[config.mk]
export PLATFORM = sky130hd
export DESIGN_NAME = multi_datapath_flat
export DESIGN_NICKNAME = d
export VERILOG_FILES = /design/src/rtl/multi_datapath_pkg.sv /design/src/rtl/multi_datapath_if.sv /design/src/rtl/multi_datapath_reg_file.sv /design/src/rtl/multi_datapath.sv /design/src/flat_wrapper.sv
export SDC_FILE = /design/constraint.sdc
export NUM_CORES = 2
export LEC_CHECK = 0
export BUFFER_PORTS_ARGS = -buffer_cell sky130_fd_sc_hd__buf_2
export CAP_MARGIN = 20
export CORE_ASPECT_RATIO = 1.5
export CORE_MARGIN = 1
export CORE_UTILIZATION = 55
export DETAILED_ROUTE_END_ITERATION = 7
export PLACE_DENSITY_LB_ADDON = 0.1
export SETUP_SLACK_MARGIN = 0.2
export SLEW_MARGIN = 20
export SYNTH_ARGS = -nofsm -noshare
export SYNTH_HDL_FRONTEND = slang
export SYNTH_SLANG_ARGS = --single-unit
[constraint.sdc]
create_clock -name clk -period 34.7 [get_ports clk]
set_clock_uncertainty 0.15 [all_clocks]
set_input_delay 3.47 -clock clk [delete_from_list [all_inputs] [get_ports clk]]
set_output_delay 3.47 -clock clk [all_outputs]
set_load 0.05 [all_outputs]
[src/rtl/multi_datapath_pkg.sv]
// Shared encodings for the multicycle MIPS datapath: ALU ops, mux selects, opcodes.
package multi_datapath_pkg;

    typedef enum logic [2:0] {
        ALU_AND = 3'b000,
        ALU_OR  = 3'b001,
        ALU_ADD = 3'b010,
        ALU_SLL = 3'b011,
        ALU_SRL = 3'b100,
        ALU_SRA = 3'b101,
        ALU_SUB = 3'b110,
        ALU_SLT = 3'b111
    } alu_op_e;

    typedef enum logic [1:0] {
        SRCA_PC    = 2'b00,
        SRCA_REG_A = 2'b01,
        SRCA_SHAMT = 2'b10,
        SRCA_ZERO  = 2'b11
    } src_a_e;

    typedef enum logic [2:0] {
        SRCB_REG_B     = 3'b000,
        SRCB_FOUR      = 3'b001,
        SRCB_IMM       = 3'b010,
        SRCB_BRANCH    = 3'b011,
        SRCB_REG_B_ALT = 3'b100
    } src_b_e;

    typedef enum logic [1:0] {
        PCSRC_ALU    = 2'b00,
        PCSRC_ALUOUT = 2'b01,
        PCSRC_JUMP   = 2'b10,
        PCSRC_REG_A  = 2'b11
    } pc_src_e;

    localparam logic [5:0]  OP_ANDI          = 6'b001100;
    localparam logic [5:0]  OP_ORI           = 6'b001101;
    localparam logic [31:0] RESET_PC_DEFAULT = 32'h0000_0000;

    // Logical immediates (andi/ori) zero-extend; everything else sign-extends.
    function automatic logic [31:0] imm_extend(input logic [31:0] ir);
        if (ir[31:26] == OP_ANDI || ir[31:26] == OP_ORI)
            return {16'h0000, ir[15:0]};
        return {{16{ir[15]}}, ir[15:0]};
    endfunction

endpackage

[src/rtl/multi_datapath_if.sv]
// Control word, status and unified memory bus between control/memory and datapath.
interface multi_datapath_if;
    logic [1:0]  alu_src_a;
    logic [2:0]  alu_src_b;
    logic [1:0]  pc_src;
    logic        instr_or_data;
    logic        instr_reg_we;
    logic        reg_we;
    logic        reg_write_addr;
    logic        reg_write_data;
    logic        pc_reg_we;
    logic [2:0]  alu_controller;
    logic [31:0] mem_rdata;
    logic [31:0] mem_addr;
    logic [31:0] mem_wdata;
    logic [5:0]  operation;
    logic [5:0]  func;
    logic        zero;

    modport master (
        output alu_src_a, alu_src_b, pc_src, instr_or_data, instr_reg_we, reg_we,
               reg_write_addr, reg_write_data, pc_reg_we, alu_controller, mem_rdata,
        input  mem_addr, mem_wdata, operation, func, zero
    );

    modport slave (
        input  alu_src_a, alu_src_b, pc_src, instr_or_data, instr_reg_we, reg_we,
               reg_write_addr, reg_write_data, pc_reg_we, alu_controller, mem_rdata,
        output mem_addr, mem_wdata, operation, func, zero
    );
endinterface

[src/rtl/multi_datapath_reg_file.sv]
// 32x32 register file: two async read ports, one sync write port, r0 fixed at zero.
module multi_datapath_reg_file (
    input  logic        clk,
    input  logic        rst,
    input  logic [4:0]  rd_addr_a,
    input  logic [4:0]  rd_addr_b,
    output logic [31:0] rd_data_a,
    output logic [31:0] rd_data_b,
    input  logic        wr_en,
    input  logic [4:0]  wr_addr,
    input  logic [31:0] wr_data
);
    logic [31:0] regs_q [32];
    logic [31:0] regs_d [32];

    // Apply the pending write; writes aimed at r0 are dropped.
    always_comb begin
        regs_d = regs_q;
        if (wr_en && wr_addr != 5'd0)
            regs_d[wr_addr] = wr_data;
    end

    // Storage with asynchronous clear.
    always_ff @(posedge clk or posedge rst) begin
        if (rst) begin
            for (int i = 0; i < 32; i++)
                regs_q[i] <= '0;
        end else begin
            regs_q <= regs_d;
        end
    end

    // Reads see pre-edge contents, so a same-cycle write is not bypassed.
    assign rd_data_a = (rd_addr_a == 5'd0) ? 32'h0 : regs_q[rd_addr_a];
    assign rd_data_b = (rd_addr_b == 5'd0) ? 32'h0 : regs_q[rd_addr_b];

endmodule

[src/rtl/multi_datapath.sv]
// Multicycle MIPS datapath: PC/IR/MDR/A/B/ALUOut, register file, ALU and muxes.
module multi_datapath
    import multi_datapath_pkg::*;
#(
    parameter logic [31:0] RESET_PC = RESET_PC_DEFAULT
) (
    input  logic           clk,
    input  logic           rst,
    multi_datapath_if.slave bus
);
    logic [31:0] pc_q, pc_d, ir_q, ir_d, mdr_q, mdr_d;
    logic [31:0] a_q, a_d, b_q, b_d, alu_out_q, alu_out_d;
    logic [31:0] src_a, src_b, alu_result, pc_next, imm_sext;
    logic [31:0] rs_data, rt_data, wr_data;
    logic [4:0]  wr_addr;

    assign imm_sext = {{16{ir_q[15]}}, ir_q[15:0]};
    assign wr_addr  = bus.reg_write_addr ? ir_q[15:11] : ir_q[20:16];
    assign wr_data  = bus.reg_write_data ? mdr_q : alu_out_q;

    multi_datapath_reg_file u_reg_file (
        .clk       (clk),
        .rst       (rst),
        .rd_addr_a (ir_q[25:21]),
        .rd_addr_b (ir_q[20:16]),
        .rd_data_a (rs_data),
        .rd_data_b (rt_data),
        .wr_en     (bus.reg_we),
        .wr_addr   (wr_addr),
        .wr_data   (wr_data)
    );

    // ALU operand selection.
    always_comb begin
        case (bus.alu_src_a)
            SRCA_PC:    src_a = pc_q;
            SRCA_REG_A: src_a = a_q;
            SRCA_SHAMT: src_a = {27'd0, ir_q[10:6]};
            default:    src_a = 32'h0;
        endcase
        case (bus.alu_src_b)
            SRCB_REG_B, SRCB_REG_B_ALT: src_b = b_q;
            SRCB_FOUR:                  src_b = 32'd4;
            SRCB_IMM:                   src_b = imm_extend(ir_q);
            SRCB_BRANCH:                src_b = {imm_sext[29:0], 2'b00};
            default:                    src_b = 32'h0;
        endcase
    end

    // ALU; shifts move srcB by srcA[4:0].
    always_comb begin
        case (bus.alu_controller)
            ALU_AND: alu_result = src_a & src_b;
            ALU_OR:  alu_result = src_a | src_b;
            ALU_ADD: alu_result = src_a + src_b;
            ALU_SLL: alu_result = src_b << src_a[4:0];
            ALU_SRL: alu_result = src_b >> src_a[4:0];
            ALU_SRA: alu_result = $unsigned($signed(src_b) >>> src_a[4:0]);
            ALU_SUB: alu_result = src_a - src_b;
            default: alu_result = {31'd0, $signed(src_a) < $signed(src_b)};
        endcase
    end

    // Next-PC selection.
    always_comb begin
        case (bus.pc_src)
            PCSRC_ALU:    pc_next = alu_result;
            PCSRC_ALUOUT: pc_next = alu_out_q;
            PCSRC_JUMP:   pc_next = {pc_q[31:28], ir_q[25:0], 2'b00};
            default:      pc_next = a_q;
        endcase
    end

    // Next state of the architectural and pipeline-holding registers.
    always_comb begin
        pc_d      = bus.pc_reg_we ? pc_next : pc_q;
        ir_d      = bus.instr_reg_we ? bus.mem_rdata : ir_q;
        mdr_d     = bus.mem_rdata;
        a_d       = rs_data;
        b_d       = rt_data;
        alu_out_d = alu_result;
    end

    // State registers with asynchronous clear.
    always_ff @(posedge clk or posedge rst) begin
        if (rst) begin
            pc_q      <= RESET_PC;
            ir_q      <= '0;
            mdr_q     <= '0;
            a_q       <= '0;
            b_q       <= '0;
            alu_out_q <= '0;
        end else begin
            pc_q      <= pc_d;
            ir_q      <= ir_d;
            mdr_q     <= mdr_d;
            a_q       <= a_d;
            b_q       <= b_d;
            alu_out_q <= alu_out_d;
        end
    end

    assign bus.mem_addr  = bus.instr_or_data ? alu_out_q : pc_q;
    assign bus.mem_wdata = b_q;
    assign bus.operation = ir_q[31:26];
    assign bus.func      = ir_q[5:0];
    assign bus.zero      = (alu_result == 32'h0);

endmodule

[src/flat_wrapper.sv]
// flat-port wrapper written by rule: the top's interface ports become plain ports
module multi_datapath_flat import multi_datapath_pkg::*;
#(
    parameter logic [31:0] RESET_PC = RESET_PC_DEFAULT
)
  (clk, rst, bus_alu_src_a, bus_alu_src_b, bus_pc_src, bus_instr_or_data, bus_instr_reg_we, bus_reg_we, bus_reg_write_addr, bus_reg_write_data, bus_pc_reg_we, bus_alu_controller, bus_mem_rdata, bus_mem_addr, bus_mem_wdata, bus_operation, bus_func, bus_zero);
  multi_datapath_if bus_i ();
  input  logic clk;
  input  logic rst;
  input wire logic [$bits(bus_i.alu_src_a)-1:0] bus_alu_src_a;
  input wire logic [$bits(bus_i.alu_src_b)-1:0] bus_alu_src_b;
  input wire logic [$bits(bus_i.pc_src)-1:0] bus_pc_src;
  input wire logic [$bits(bus_i.instr_or_data)-1:0] bus_instr_or_data;
  input wire logic [$bits(bus_i.instr_reg_we)-1:0] bus_instr_reg_we;
  input wire logic [$bits(bus_i.reg_we)-1:0] bus_reg_we;
  input wire logic [$bits(bus_i.reg_write_addr)-1:0] bus_reg_write_addr;
  input wire logic [$bits(bus_i.reg_write_data)-1:0] bus_reg_write_data;
  input wire logic [$bits(bus_i.pc_reg_we)-1:0] bus_pc_reg_we;
  input wire logic [$bits(bus_i.alu_controller)-1:0] bus_alu_controller;
  input wire logic [$bits(bus_i.mem_rdata)-1:0] bus_mem_rdata;
  output wire logic [$bits(bus_i.mem_addr)-1:0] bus_mem_addr;
  output wire logic [$bits(bus_i.mem_wdata)-1:0] bus_mem_wdata;
  output wire logic [$bits(bus_i.operation)-1:0] bus_operation;
  output wire logic [$bits(bus_i.func)-1:0] bus_func;
  output wire logic [$bits(bus_i.zero)-1:0] bus_zero;
  assign bus_i.alu_src_a = bus_alu_src_a;
  assign bus_i.alu_src_b = bus_alu_src_b;
  assign bus_i.pc_src = bus_pc_src;
  assign bus_i.instr_or_data = bus_instr_or_data;
  assign bus_i.instr_reg_we = bus_instr_reg_we;
  assign bus_i.reg_we = bus_reg_we;
  assign bus_i.reg_write_addr = bus_reg_write_addr;
  assign bus_i.reg_write_data = bus_reg_write_data;
  assign bus_i.pc_reg_we = bus_pc_reg_we;
  assign bus_i.alu_controller = bus_alu_controller;
  assign bus_i.mem_rdata = bus_mem_rdata;
  assign bus_mem_addr = bus_i.mem_addr;
  assign bus_mem_wdata = bus_i.mem_wdata;
  assign bus_operation = bus_i.operation;
  assign bus_func = bus_i.func;
  assign bus_zero = bus_i.zero;
  multi_datapath #(.RESET_PC(RESET_PC)) u_core (.clk(clk), .rst(rst), .bus(bus_i));
endmodule
==> key figures <==
Critical path
  • Critical path buffer and inverter count: 2
  • Biggest cell delay along the critical path: ~900 ps
  • Crit path kind: in2out
  • CP max stage cell: nor2b_1
  • Critical Path End Type: primary output
  • Critical Path Start Type: input pin
  • Critical Path AT: between 10,000 and 15,000 ps
  • Crit path cell chain: buf_2 > nor2b_1 > a22oi_2 > ha_1 > or4_1 > nor2_1 > o2111ai_1 > nand3_1 > a211o_1 > a21oi_1 > o31ai_1 > mux2_2 > a2111oi_0 > o21ai_0 > or4_1 > nor2_1 > buf_2
  • Top Family by Delay on Critical Path: simple AND/OR/NAND/NOR gates
  • Req. time, crit path: slightly above 30,000 ps
  • CP Max Fanout: 34

Detailed routing
  • ANT nets after route: 0
  • DR vias/cell: ~6.9
  • Drt first pass iters: 6
  • Vias: 55,800
  • Drt drc: 0
  • Routed WL: approximately 280,000 um
  • Post-DR wirelength/cell: 35.0 um
  • Drt initial violations: about 6,000

Clock tree
  • CTS sink count: about 1,200
  • H-tree depth: 3
  • CTS root buf: clkbuf_16
  • Post-CTS setup buffer count: 0
  • Worst-Skew Late Latency: 770 ps
  • # hold bufs at CTS: 0
  • Cts repair resizes: 0
  • Max Buffers Root-to-Sink: 3
  • Clock Pin Slew Worst Setup and Hold Paths: ~60 ps
  • Num CTS Buffers: between 100 and 150
  • CTS tree: yes

Synthesis
  • Synth async-reset ratio: 1.00
  • Synth top area cells: dfrtp_1, mux4_2, a21oi_1
  • Netlist Area Pre-Place: 70,100 um^2
  • Post-Syn Nets: approximately 6,600
  • Synth cell types: 100
  • Yosys top cell by area: dfrtp_1
  • Synthesized instance count: approximately 6,500
  • Share of the synthesized area in the top cell type: 0.434
  • Post-synthesis sequential area ratio: 0.434
  • EDFF count, synth: 0
  • Syn Area/Cell: around 11 um^2
  • Synth warn: 0
  • #FFs+latches synth: about 1,200
  • Main flop type after synthesis: dfrtp_1

Die
  • Initial Util: 0.554
  • Core area: 127,000 um^2
  • Number of top-level pins: 127
  • Num rows: 160
  • Die footprint: about 130,000 um^2
  • Die X: around 290 um
  • Die span in y: 439 um

Power
  • P_sw: roughly 2.6 mW
  • Int Power: ~4 mW
  • Maximum vdd drop: ~59 uV
  • Pwr Total: around 6.7 mW
  • Combinational share of power: 0.410
  • Clk pwr share: 0.206
  • P_leak: 32.0 nW
  • Power Density: roughly 90 nW/um^2
  • Sequential power share: 0.384
  • Switching Fraction: 0.396

Place
  • Placed cell count: 7,803
  • DP Worst Slack: 21,100 ps
  • Area after DPL: about 72,000 um^2
  • DP HPWL: around 180,000 um
  • Port bufs: ~130
  • GPL Wtd Cong: ~1.1

Flow run
  • Max-cap violations: 0

GRT
  • Vias in the first global route: approximately 55,000
  • Met1 Usage GRT: 0.501
  • M2 GR Usage: 0.711
  • Total GRT Usage: 0.446
  • Largest net degree at the start of global routing: between 150 and 200
  • Initial antenna violation count: 30
  • First-pass GRT wire length: roughly 400,000 um
  • Met3 Resource Use GR: 0.120
  • GRT overflow: 0
  • Busiest grt layer: met2

Timing
  • Tcrit/Tclk final: 0.397
  • Worst-Margin Slew: 1300 ps
  • Fmax: about 0.073 GHz
  • RSZ-0062 raised after global routing: false
  • Final critical-path setup slack: ~21,000 ps
  • Slew Viols, Final: 0
  • Setup Viol. Count Final: 0
  • Hold Vio Cnt, Final: 0
  • Fin crit period: 13,760 ps
  • Min Hold Slack: 247 ps
  • Total negative slack: 0 ps
  • Slew margin rel.: 0.126

Status
  • Run status: complete, no violations

Cells and area
  • Multi-input combinational cell area: between 30,000 and 40,000 um^2
  • Nets: 6,379
  • Fillers: 10,400
  • Finished Layout Cells: approximately 8,000
  • Final instance area: 76,500 um^2
  • Register area: ~30,000 um^2
  • P&R area growth vs syn: 9.14%
  • Share of layout cells above drive strength 1: 0.230
  • Core Util, Final: 0.605

Min path
  • Worst min path class: reg2reg
==> registers in the layout (all words and copies together) (netlist names) <==
register                  count
u_core.bus.mem_wdata         32
u_core.pc_q                  32
u_core.ir_q                  32
u_core.mdr_q                 32
u_core.a_q                   32
u_core.alu_out_q             32
u_core.u_reg_file.regs_q   1024
==> synthesized netlist by cell type, types with 33 or more instances <==
library cell  count
mux2_2          112
clkbuf_1        487
buf_1           100
dfrtp_1        1216
inv_1           124
a22oi_1          33
nand2_1         368
mux4_2          670
o211ai_1         39
o21ai_0         272
a21oi_1         960
ha_1             99
nand3_1          49
mux2i_1         218
nor3_1           44
nor2_1         1033
buf_2            41
==> area by class of cell <==
type / count / area share
tap: 1701 / 0.0278
timing repair buffer: 316 / 0.0291
clock buffer: 157 / 0.0439
inverter: 129 / 0.00641
sequential: 1216 / 0.398
antenna: 16 / 0.000523
multi-input combinational: 4450 / 0.484
clock inverter: 51 / 0.00957
==> final timing paths <==
path	cells after the start	endpoint	slack (ps)	start
max	17	bus_zero	20940	bus_alu_src_b[1]
min	0	u_core.u_reg_file.regs_q[1006]	250	u_core.u_reg_file.regs_q[1006]
max reg2reg	12	u_core.pc_q[5]	28190	u_core.a_q[1]
min reg2reg	0	u_core.u_reg_file.regs_q[1006]	250	u_core.u_reg_file.regs_q[1006]
max in group asynchronous	7	u_core.u_reg_file.regs_q[851]	26880	rst
min in group asynchronous	2	u_core.alu_out_q[4]	2670	rst
==> power groups by stage <==
stage	clock network, mW	registers, mW	logic (mW)
3_3_place_gp	0	2.51	2.60
2_1_floorplan	0	2.43	1.87
3_5_place_dp	0	2.57	2.65
4_1_cts	1.39	2.54	2.66
6_report	1.38	2.57	2.74
5_1_grt	1.44	2.63	2.90
==> cell families after synthesis <==
logic type | share of synthesized area
adders and majority gates | 0.0182
DFF | 0.434
buffers and inverters | 0.0444
AOI/OAI and AO/OA | 0.134
and+or+nand+nor | 0.102
muxes | 0.265
xor gates and xnor gates | 0.00262
==> placed cells by master, fill, tap and decap left out, drive strengths merged, types with 17 or more instances in the layout <==
| master | n |
|---|---|
| dfrtp | 1216 |
| nor2 | 1034 |
| a21oi | 960 |
| mux4 | 670 |
| nand2 | 368 |
| buf | 313 |
| o21ai | 279 |
| mux2i | 219 |
| clkbuf | 160 |
| inv | 127 |
| mux2 | 116 |
| ha | 99 |
| nand3 | 49 |
| nor3 | 45 |
| a22oi | 43 |
| o211ai | 39 |
| or2 | 32 |
| nand2b | 30 |
| a211oi | 30 |
| o22ai | 30 |
| clkinv | 30 |
| a31oi | 26 |
| nand4 | 25 |
| a221oi | 20 |
| o31ai | 18 |
| a21o | 17 |
| xnor2 | 17 |
==> metal layers <==
metal | share of wire | wire length [um]
met1 | 0.33 | 92800
met2 | 0.48 | 135000
met5 | 0.00051 | 143
met4 | 0.098 | 27400
met3 | 0.091 | 25600
Power figures use the tool's default switching activity.
